**src/rtl/dmem_arbiter.sv**
```systemverilog
// dmem_arbiter: two-port (fetch / LSU) arbiter in front of a single data-memory
// port. Round-robin on ties, one outstanding transaction, optional wait timeout
// that completes the owner with an error flag.
//
// Handshake: a port raises pX_valid with a stable payload and holds both until
// the cycle pX_ready is high; pX_ready is a one-cycle completion pulse, and
// pX_err qualifies it. Downstream, m_valid is held with a stable payload until
// s_ready completes it; s_ready while m_valid is low is ignored. A port that
// drops valid before its ready withdraws its request (flush).
//
// The FSM state is exposed directly: busy is high exactly in BUSY, and grant
// shows the registered owner while BUSY.
module dmem_arbiter #(
  parameter int TIMEOUT = 16,
  parameter int AW      = 32
) (
  input  logic          clk,
  input  logic          rst_n,
  input  logic          p0_valid,
  input  logic [AW-1:0] p0_addr,
  input  logic [31:0]   p0_wdata,
  input  logic [3:0]    p0_wstrb,
  output logic          p0_ready,
  output logic [31:0]   p0_rdata,
  output logic          p0_err,
  input  logic          p1_valid,
  input  logic [AW-1:0] p1_addr,
  input  logic [31:0]   p1_wdata,
  input  logic [3:0]    p1_wstrb,
  output logic          p1_ready,
  output logic [31:0]   p1_rdata,
  output logic          p1_err,
  output logic          m_valid,
  output logic [AW-1:0] m_addr,
  output logic [31:0]   m_wdata,
  output logic [3:0]    m_wstrb,
  input  logic          s_ready,
  input  logic [31:0]   s_rdata,
  output logic [1:0]    grant,
  output logic          busy
);

  localparam logic [0:0] S_IDLE = 1'b0;
  localparam logic [0:0] S_BUSY = 1'b1;

  // Counter only has to reach TIMEOUT-1; with the timeout disabled it just
  // saturates, so a single bit is enough.
  localparam int              CW       = (TIMEOUT > 1) ? $clog2(TIMEOUT) : 1;
  localparam bit              TO_EN    = (TIMEOUT != 0);
  localparam logic [CW-1:0]   CNT_LAST = TO_EN ? CW'(TIMEOUT - 1) : '0;
  localparam logic [CW-1:0]   CNT_MAX  = '1;

  logic [0:0]    state_q, state_d;
  logic          owner_q, owner_d;      // 0 = port 0, 1 = port 1
  logic          last_q, last_d;        // last port that completed
  logic [CW-1:0] cnt_q, cnt_d;

  logic own_valid;
  logic in_busy;
  logic done_ok;
  logic timeout_hit;
  logic complete;

  // Completion decode for the current owner; s_ready beats the timeout.
  always_comb begin
    in_busy     = (state_q == S_BUSY);
    own_valid   = owner_q ? p1_valid : p0_valid;
    done_ok     = in_busy && own_valid && s_ready;
    timeout_hit = TO_EN && in_busy && own_valid && !s_ready && (cnt_q == CNT_LAST);
    complete    = done_ok || timeout_hit;
  end

  // Output mux: everything is zero outside BUSY, payload follows the owner.
  always_comb begin
    p0_ready = 1'b0;
    p0_err   = 1'b0;
    p0_rdata = '0;
    p1_ready = 1'b0;
    p1_err   = 1'b0;
    p1_rdata = '0;
    m_valid  = 1'b0;
    m_addr   = '0;
    m_wdata  = '0;
    m_wstrb  = '0;
    grant    = 2'b00;
    busy     = 1'b0;
    if (in_busy) begin
      busy    = 1'b1;
      grant   = owner_q ? 2'b10 : 2'b01;
      m_valid = own_valid;
      m_addr  = owner_q ? p1_addr  : p0_addr;
      m_wdata = owner_q ? p1_wdata : p0_wdata;
      m_wstrb = owner_q ? p1_wstrb : p0_wstrb;
      if (owner_q) begin
        p1_ready = complete;
        p1_err   = timeout_hit;
        p1_rdata = done_ok ? s_rdata : '0;
      end else begin
        p0_ready = complete;
        p0_err   = timeout_hit;
        p0_rdata = done_ok ? s_rdata : '0;
      end
    end
  end

  // Next-state: arbitrate in IDLE, finish / flush / count in BUSY.
  always_comb begin
    state_d = state_q;
    owner_d = owner_q;
    last_d  = last_q;
    cnt_d   = cnt_q;
    if (state_q == S_IDLE) begin
      if (p0_valid || p1_valid) begin
        state_d = S_BUSY;
        owner_d = (p0_valid && p1_valid) ? ~last_q : p1_valid;
        cnt_d   = '0;
      end
    end else begin
      if (!own_valid) begin
        // Owner withdrew: drop back without touching round-robin history.
        state_d = S_IDLE;
      end else if (complete) begin
        state_d = S_IDLE;
        last_d  = owner_q;
      end else if (cnt_q != CNT_MAX) begin
        cnt_d = cnt_q + 1'b1;
      end
    end
  end

  // State registers; reset leaves port 0 as the first tie winner.
  always_ff @(posedge clk or negedge rst_n) begin
    if (!rst_n) begin
      state_q <= S_IDLE;
      owner_q <= 1'b0;
      last_q  <= 1'b1;
      cnt_q   <= '0;
    end else begin
      state_q <= state_d;
      owner_q <= owner_d;
      last_q  <= last_d;
      cnt_q   <= cnt_d;
    end
  end

endmodule

```
**config.mk**
```make
export PLATFORM = sky130hd
export DESIGN_NAME = dmem_arbiter
export DESIGN_NICKNAME = d
export VERILOG_FILES = /design/src/rtl/dmem_arbiter.sv
export SDC_FILE = /design/constraint.sdc
export NUM_CORES = 1
export LEC_CHECK = 0
export ABC_AREA = 1
export BUFFER_PORTS_ARGS = -buffer_cell sky130_fd_sc_hd__buf_2
export CORE_AREA = 5 5 119 121
export CTS_CLUSTER_SIZE = 30
export DETAILED_ROUTE_END_ITERATION = 10
export DIE_AREA = 0 0 124 126
export PLACE_DENSITY = 0.51
export SYNTH_ARGS = -nofsm -noshare
export SYNTH_HDL_FRONTEND = slang
export SYNTH_SLANG_ARGS = --single-unit
```
**constraint.sdc**
```tcl
create_clock -name clk -period 1.33 [get_ports clk]
set_input_delay 0.1995 -clock clk [delete_from_list [all_inputs] [get_ports clk]]
set_output_delay 0.1995 -clock clk [all_outputs]
set_load 0.02 [all_outputs]
```
==> results by group, run 1 <==
Global route
  – GRT overflow: 0
  – First-pass GRT wire length: about 18,000 um
  – GR Util All Layers: 14.8%
  – Largest net degree at the start of global routing: 36
  – Vias in the first global route: 3,640
  – Initial antenna violation count: 3

Cells and area
  – Final #Nets: 775
  – FF/Latch Area: around 180 sq um
  – Finished Cell Area: 5820 sq um
  – Synth-to-Final Area Change: 203%
  – Fillers: 1,237
  – Layout cell share with drive strength beyond 1: 80.7%
  – Final Util: between 40 and 50%
  – Area of the multi-input gates: ~2000 sq um

Clocking
  – CTS tree: built
  – H-tree levels: 1
  – CTS Root Cell: clkbuf_16
  – Clk sinks: 7
  – Clk_lat worst skew: 240 ps
  – Worst-path clk slew: 40 ps
  – Maximum root-to-sink buffer count: 2
  – CTS buffer count: 3

Min path
  – Min-delay worst type: input pin to flop

Run status
  – Failing checks: setup timing
  – Outcome: complete, but fails checks

Timing
  – Fin Setup TNS: -64,600 ps
  – Worst setup margin: -527 ps
  – RSZ-0062 raised after global routing: true
  – Post-route minimum period: 1860 ps
  – Final Skew: 1.49 ps
  – Fin crit share: 140%
  – Max Slew Vio Count: 0
  – Relative slew slack: 77.5%
  – Final setup fails: 145
  – FMAX: 539 MHz
  – Slew @ Worst Pin: 338 ps
  – Final hold viol count: 0

Critical path
  – Crit path required time: between 1000 and 1500 ps
  – Worst setup EP type: primary output
  – Crit-path max FO: 17
  – CP arrival: around 1700 ps
  – Startpoint types: flop
  – WS Path Type: flop to primary output

Synth
  – Yosys reg bits: 7
  – Seq/Total Area, Yosys: 9.18%
  – Syn Nets: ~420
  – Synth top area share: 31.3%
  – Synthesized cell area: between 1500 and 2000 sq um
  – Synth top area cells: nor3_2 31%, a22o_1 31%, dfrtp_1 7.8%, inv_1 7.4%, buf_6 4.1%
  – Ys Warns: 0
  – Synth cell types: 22
  – Area leader, netlist: nor3_2
  – Average size of a mapped cell: 7.69 sq um
  – Mapped Cells: 250

Route
  – Routed WL: about 13,000 um
  – Via count: 3,428
  – Routed vias/inst: ~4.4
  – First DRT Iteration DRCs: 75
  – Final antenna-violating net count: 0
  – DR WL/cell: ~17 um
  – First-pass iteration count of the detailed router: 4
  – DRC: 0

Power and ir drop
  – Tot Pwr: 11.1 mW
  – Peak supply drop: 0.905 mV
  – Pleak: 2.99 nW
  – Pwr/cell area: 1910 nW/um^2

Floorplan
  – Die area: 15,600 sq um
  – Die width: between 100 and 150 um
  – Core area: 13,000 sq um
  – Die Height: 126 um
  – Row cnt: 42
  – Boundary Pins: roughly 310
  – Initial Util: 14.8%

Run
  – Max-cap violations: 0

Place
  – Gpl congestion: 0.849
  – Port buffer count: 312
  – DP Area: 4450 sq um
  – Post-DP HPWL: ~10,000 um
==> registers in the layout (all words and copies together), names as in the netlist <==
register and count:
cnt_q 4, owner_q 1, in_busy 1, last_q 1
==> metal layers <==
layer	wire (um)	vias up	global-route usage, %
met2	7150	184	28.0
met1	4740	1605	16.1
met5	0	-	0
li1	-	1618	-
met3	1190	21	3.09
met4	242	0	4.57
==> cells in the final DEF, fill, tap and decap left out, types with 2 or more instances in the layout <==
cell / n
buf_6: 120
nand2_1: 15
a22o_1: 48
nand2_4: 3
nor2_4: 4
nand3_1: 6
diode_2: 3
dfrtp_1: 4
nor3_2: 20
inv_2: 3
inv_1: 36
buf_8: 3
buf_12: 12
nor2_2: 2
nor3_4: 44
buf_16: 4
nand3_4: 3
clkbuf_16: 8
buf_4: 55
nor2_1: 2
a22o_4: 20
buf_2: 173
==> cell usage after synthesis <==
cell type	n
a22o_1	68
nor3_2	60
inv_1	38
nand2_1	18
clkbuf_1	13
nand3_1	9
buf_6	7
nor2_1	7
dfrtp_1	6
nor3_1	5
buf_2	4
o21ai_0	3
buf_1	2
inv_2	2
buf_4	1
dfstp_2	1
ha_1	1
nand2_2	1
nand2_4	1
nand3_2	1
nand4_1	1
nor2_4	1
==> critical path, cell delays in order (launching register included) <==
cell     delay, ps
dfrtp_4        490
buf_4          150
nand2_4         70
inv_6           60
buf_12         120
buf_16         140
a22o_1         230
buf_6          140
==> worst paths after layout <==
check                      startpoint          end  slack (ps)  depth (start not counted)
max                           owner_q  m_wdata[17]        -530                          7
min                          p1_valid      owner_q         260                          3
max reg2reg                   owner_q       last_q        -170                         10
min reg2reg                    last_q       last_q         470                          2
max in group asynchronous       rst_n       last_q         770                          2
min in group asynchronous       rst_n      in_busy         330                          2
==> logic make-up (layout without fill, tap and decap cells) <==
| logic type | Yosys count | count (layout) | synth area share, % |
|---|---|---|---|
| AOI/OAI and AO/OA | 71 | 71 | 31.8 |
| adders and majority gates | 1 | 1 | 0.651 |
| buffers and inverters | 67 | 417 | 16.3 |
| DFF | 7 | 7 | 9.18 |
| other | 0 | 3 | 0 |
| and+or+nand+nor | 104 | 104 | 42.1 |
==> stage by stage <==
stage	instances	hold slack, ps	setup WS, ps
after floorplan	250	-96.1	-198
after global placement	753	44.9	-253
final	779	259	-527
after global routing	779	283	-582
after CTS	766	254	-508
after detailed placement	753	49.2	-267
==> final cells by class <==
class / instances / share of cell area, %
timing repair buffer: 373 / 54.3
multi-input combinational: 176 / 34.7
tap: 176 / 3.78
sequential: 7 / 3.12
inverter: 40 / 2.67
clock buffer: 4 / 1.35
antenna: 3 / 0.129
==> power by group <==
part	total (mW)	switching (mW)	internal, mW
sequential	0.387	0.0860	0.301
clock	0.541	0.140	0.401
combinational	10.2	5.08	5.09
==> what timing repair did <==
action	CTS	global route
pin swaps	17	19
buffers inserted	4	6
hold buffers	1	0
setup endpoints to repair	144	146
cloned	4	5
resized for setup	233	70
hold endpoints to repair	6	0
No activity file was read; power rests on OpenSTA's default activity.
==> run 2: changes to the inputs <==
==> constraint.sdc (replaced) <==
create_clock -name clk -period 1.33 [get_ports clk]
set_input_delay 0.0665 -clock clk [delete_from_list [all_inputs] [get_ports clk]]
set_output_delay 0.0665 -clock clk [all_outputs]
set_load 0.02 [all_outputs]
==> run 2 against run 1 <==
Net effect:
- the run still ends with setup timing left
- final cell count shrank 2.3%
- sequential power rose by 2%
- routed wire length increased by 4.7%
- design area decreased by 7.1%
- global-route usage grew 0.22 points
- sequential share of layout area is 0.19 points higher
- sequential cell count unchanged
- via count down 0.44%
- clock-buffer cell count is the same
- non-clock buffer count down 16
- hold slack got worse by 120 ps
- first-iteration DRC count increased by 97%
- critical endpoint is now m_wdata[19]
- largest cell class unchanged
- largest power group unchanged
- highest routed layer unchanged
==> results by group, run 2 (same netlist as run 1, synthesis figures left out) <==
Run status
  – Outcome: complete, but fails checks
  – Failing checks: setup timing

Clocking
  – H-tree levels: 1
  – Clk_lat worst skew: 230 ps
  – CTS Root Cell: clkbuf_16
  – CTS buffer count: 3
  – Clk sinks: 7
  – Worst-path clk slew: around 30 ps
  – Maximum root-to-sink buffer count: 2
  – CTS tree: built

Min path
  – Min-delay worst type: input pin to flop
  – Min-delay src: p1_valid

Route
  – First DRT Iteration DRCs: 148
  – First-pass iteration count of the detailed router: 4
  – Routed WL: 14,000 um
  – DRC: 0
  – Routed vias/inst: 4.48
  – DR WL/cell: 18.3 um
  – Via count: 3,413
  – Final antenna-violating net count: 0

Place
  – Post-DP HPWL: between 9000 and 10,000 um
  – DP Area: 4100 sq um
  – Port buffer count: 312
  – Gpl congestion: 0.828

Cells and area
  – Most common cell after layout, fill and taps aside: buf_2
  – Most frequent cells in the layout: 189 x buf_2, 75 x buf_6, 67 x buf_4, 61 x a22o_1, 42 x nor3_4
  – Largest register by flop count: cnt_q
  – Area of the multi-input gates: 1850 sq um
  – Max reg flops: 4
  – Layout cell share with drive strength beyond 1: around three quarters
  – Synth-to-Final Area Change: 181%
  – Fillers: 1,276
  – FF/Latch Area: 179 sq um
  – Final #Nets: 760
  – Diodes inserted: 0
  – Finished Cell Area: 5410 sq um

Timing
  – Final hold viol count: 0
  – FMAX: slightly above 600 MHz
  – Slew @ Worst Pin: 414 ps
  – RSZ-0062 raised after global routing: true
  – Final Skew: 0.280 ps
  – Worst hold slack: 143 ps
  – Final setup fails: 139
  – Relative slew slack: between 70% and 80%
  – Worst setup margin: -305 ps
  – Fin crit share: 123%
  – Post-route minimum period: 1630 ps
  – Max Slew Vio Count: 0

Critical path
  – Startpoint types: flop
  – CP arrival: 1570 ps
  – Crit. Startpoint: owner_q
  – Critical-path cell list: buf_6, nor2_4, buf_12, clkbuf_16, a22o_1, buf_6
  – CP max stage delay: 450 ps
  – Crit-path max FO: 8
  – Worst setup EP type: primary output
  – Worst r2r src: owner_q
  – CP dominant cell by count: buf_6
  – Crit path required time: 1260 ps
  – WS Path Type: flop to primary output
  – Max stage delay cell, worst path: dfrtp_2

Floorplan
  – Row cnt: 42
  – Initial Util: 14.8%
  – Boundary Pins: 313
  – Core area: 13,000 sq um
  – Die width: 124 um
  – Die area: roughly 16,000 sq um
  – Die Height: approximately 130 um

Global route
  – Initial antenna violation count: 0
  – GR Util All Layers: 15.0%
  – Vias in the first global route: 3,498
  – GRT overflow: 0
  – Largest net degree at the start of global routing: 36
  – First-pass GRT wire length: 18,700 um

Run
  – Max-cap violations: 0

Power and ir drop
  – Pwr/cell area: 1940 nW/um^2
  – Pleak: 2.86 nW
  – Peak supply drop: 1.15 mV
==> run 2: path summary, 6_finish.rpt <==
kind                                to  slack [ps]  cells past startpoint
min in group asynchronous     cnt_q[3]         200                      2
max in group asynchronous       last_q         910                      2
max reg2reg                   cnt_q[3]           0                      8
max                        m_wdata[19]        -300                      6
min reg2reg                     last_q         490                      2
min                            owner_q         140                      3
==> run 2: through the flow <==
step	power, mW	setup slack (ps)	setup TNS [ps]	utilization [%]	instances
3_3_place_gp	6.95	-94.2	-2590	31.6	732
3_5_place_dp	6.98	-114	-4030	31.6	732
5_1_grt	11.0	-368	-45600	41.7	761
2_1_floorplan	4.87	-62.3	-1640	-	250
6_report	10.5	-305	-36310	41.7	761
4_1_cts	9.64	-298	-35240	38.6	753
==> run 2: what timing repair did <==
item                                    in CTS  in global routing
endpoints found under the setup margin     141                143
buffers inserted                             7                  1
pin swaps                                    5                 16
gates resized for setup                    175                 62
hold buffers                                 1                  0
gates cloned                                 9                  7
hold endpoints to repair                     7                  0
==> run 2: cell type report <==
| class | instances | area share [%] |
|---|---|---|
| clock buffers | 4 | 1.46 |
| inverters | 40 | 2.96 |
| multi-input cells | 177 | 34.2 |
| flip-flops and latches | 7 | 3.31 |
| well taps | 176 | 4.07 |
| repair buffers | 357 | 54.0 |
==> run 2: power breakdown <==
| part | total, mW | switching, mW | leakage (nW) | internal [mW] |
|---|---|---|---|---|
| Combinational | 9.60 | 5.08 | 2.74 | 4.52 |
| Clock | 0.507 | 0.109 | 0.0382 | 0.398 |
| Sequential | 0.394 | 0.0998 | 0.0871 | 0.294 |
| Total | 10.5 | 5.29 | 2.86 | 5.21 |
==> run 2: worst max-delay path, delay by kind of cell, from the launching register on <==
kind                   cells  cell delay (ps)
AND/OR/NAND/NOR            1              150
buffers and inverters      4              580
AO/OA/AOI/OAI              1              150
flip-flops                 1              450
==> run 2: layer usage <==
metal	track usage (%)	routed length [um]
met4	2.19	248
met5	0	0
met2	29.8	7600
met1	17.3	4940
met3	1.26	1160
==> run 3: changes to the inputs <==
--- a/config.mk
+++ b/config.mk
@@ -8,10 +8,12 @@
 export ABC_AREA = 1
 export BUFFER_PORTS_ARGS = -buffer_cell sky130_fd_sc_hd__buf_2
 export CORE_AREA = 5 5 119 121
+export CTS_CLUSTER_DIAMETER = 80
 export CTS_CLUSTER_SIZE = 30
 export DETAILED_ROUTE_END_ITERATION = 10
 export DIE_AREA = 0 0 124 126
 export PLACE_DENSITY = 0.51
+export SETUP_SLACK_MARGIN = 0.3
 export SYNTH_ARGS = -nofsm -noshare
 export SYNTH_HDL_FRONTEND = slang
 export SYNTH_SLANG_ARGS = --single-unit
==> run 3 against run 2 <==
Net effect:
- the flow still finishes with violations (setup timing)
- register-to-register slack improved by 40 ps
- utilization increased by 2.9 points
- worst setup slack improved by 3.2 ps
- global-route usage increased by 0.072 points
- critical path type unchanged
- largest power group unchanged
==> results by group, run 3 (same netlist as run 1, synthesis figures left out) <==
Critical path
  – CP arrival: 1560 ps
  – RR Endpoint: last_q
  – Max stage delay cell, worst path: dfrtp_2
  – Crit. Startpoint: owner_q
  – Worst r2r src: cnt_q[0]
  – Worst setup EP type: primary output
  – Critical-path cell list: inv_2, nand3_4, nand2_8, nand2_8, clkbuf_16, nor3_4, buf_6
  – Worst R2R Path Depth: 7
  – Crit path required time: ~1300 ps
  – Crit-path max FO: 8
  – Startpoint types: flop
  – CP dominant cell by count: nand2_8
  – Worst setup path end: p1_rdata[5]
  – CP max stage delay: between 400 and 500 ps
  – R2R Setup Slk: 40 ps
  – WS Path Type: flop to primary output

Floorplan
  – Die area: about 16,000 sq um
  – Boundary Pins: 313
  – Row cnt: 42
  – Core area: approximately 13,000 sq um
  – Die width: roughly 120 um
  – Die Height: 126 um
  – Initial Util: about 15%

Timing
  – Worst setup margin: -301 ps
  – Post-route minimum period: 1630 ps
  – Final hold viol count: 0
  – Max Slew Vio Count: 0
  – Relative slew slack: 79.6%
  – Final Skew: 2.69 ps
  – Final setup fails: 137
  – Slew @ Worst Pin: 306 ps
  – RSZ-0062 raised after global routing: true
  – Fin crit share: 123%
  – FMAX: 613 MHz

Cells and area
  – Area of the multi-input gates: 2360 sq um
  – FF/Latch Area: between 150 and 200 sq um
  – Layout cell share with drive strength beyond 1: between 80 and 90%
  – Most common cell after layout, fill and taps aside: buf_2
  – Final #Nets: 760
  – Largest register by flop count: cnt_q
  – Fillers: 1,226
  – Max reg flops: 4
  – Synth-to-Final Area Change: 201%
  – Final Util: 44.6%
  – Most frequent cells in the layout: 191 x buf_2, 75 x buf_4, 68 x buf_6, 56 x nor3_4, 49 x a22o_4

Global route
  – Vias in the first global route: 3,611
  – GRT overflow: 0
  – Initial antenna violation count: 3
  – GR Util All Layers: approximately 15%
  – First-pass GRT wire length: 18,900 um
  – Largest net degree at the start of global routing: 32

Run status
  – Outcome: complete, but fails checks
  – Failing checks: setup timing

Clocking
  – CTS Root Cell: clkbuf_16
  – Clk sinks: 7
  – Worst-path clk slew: approximately 30 ps
  – CTS buffer count: 3
  – CTS tree: built
  – Clk_lat worst skew: 230 ps
  – Maximum root-to-sink buffer count: 2
  – H-tree levels: 1

Route
  – Final antenna-violating net count: 0
  – DR WL/cell: 18.4 um
  – Routed vias/inst: 4.45
  – Routed WL: 14,100 um
  – First DRT Iteration DRCs: 62
  – DRC: 0
  – First-pass iteration count of the detailed router: 4
  – Via count: 3,398

Power and ir drop
  – Pwr/cell area: 1850 nW/um^2
  – Pleak: 3.05 nW
  – Tot Pwr: between 10 and 15 mW
  – Peak supply drop: 1.42 mV

Place
  – Port buffer count: 312
  – Post-DP HPWL: between 10,000 and 15,000 um
  – Gpl congestion: roughly 0.84

Run
  – Max-cap violations: 0

Min path
  – Min-delay worst type: input pin to flop
[run 3: repair_timing]
| item | CTS | global route |
|---|---|---|
| gates cloned | 4 | 8 |
| gates resized for setup | 175 | 56 |
| endpoints found under the setup margin | 147 | 147 |
| pin swaps | 5 | 3 |
| buffers inserted | 1 | 4 |
| endpoints found under the hold margin | 7 | 0 |
| hold buffers | 1 | 0 |
[run 3: how the worst min path moves through the flow]
stage               startpoint        to  slack, ps  depth (start not counted)
floorplan                rst_n  cnt_q[0]       -230                          0
global placement         rst_n  cnt_q[1]       -100                          1
detailed placement       rst_n  cnt_q[0]        -90                          1
CTS                   p1_valid   owner_q        160                          3
global route          p1_valid   owner_q        210                          3
finish                p1_valid   owner_q        170                          3
[run 3: area by class of cell]
class,count,area share (%)
repair buffers,357,48.1
multi-input cells,177,40.9
well taps,176,3.81
flip-flops and latches,7,3.09
inverters,40,2.64
clock buffers,4,1.36
diodes,3,0.130
[run 3: power breakdown]
| group | internal, mW | switching, mW | total [mW] |
|---|---|---|---|
| clock network | 0.398 | 0.108 | 0.506 |
| logic | 4.58 | 5.22 | 9.80 |
| registers | 0.294 | 0.0989 | 0.393 |
[run 3: critical path, delay by kind of cell (launching register included)]
family        cells  cell delay, ps
buf+inv           3             450
flops             1             460
simple gates      4             410
[run 3: layer usage]
layer  wire [um]  GRT usage [%]
met1        4900           16.2
met2        7850           29.5
met3        1090           3.05
met4         223           3.54
met5           0              0
[run 3: stage by stage]
| step | TNS (ps) | cells | area, sq um | setup WS, ps | hold WS, ps |
|---|---|---|---|---|---|
| 5_1_grt | -43100 | 764 | 5780 | -352 | 207 |
| 3_3_place_gp | -5440 | 739 | 4630 | -88.2 | -95.9 |
| 4_1_cts | -36800 | 749 | 5340 | -320 | 156 |
| 3_5_place_dp | -7350 | 739 | 4630 | -103 | -91.2 |
| 2_1_floorplan | -1360 | 250 | 2780 | -58.4 | -229 |
| 6_report | -36020 | 764 | 5780 | -301 | 171 |
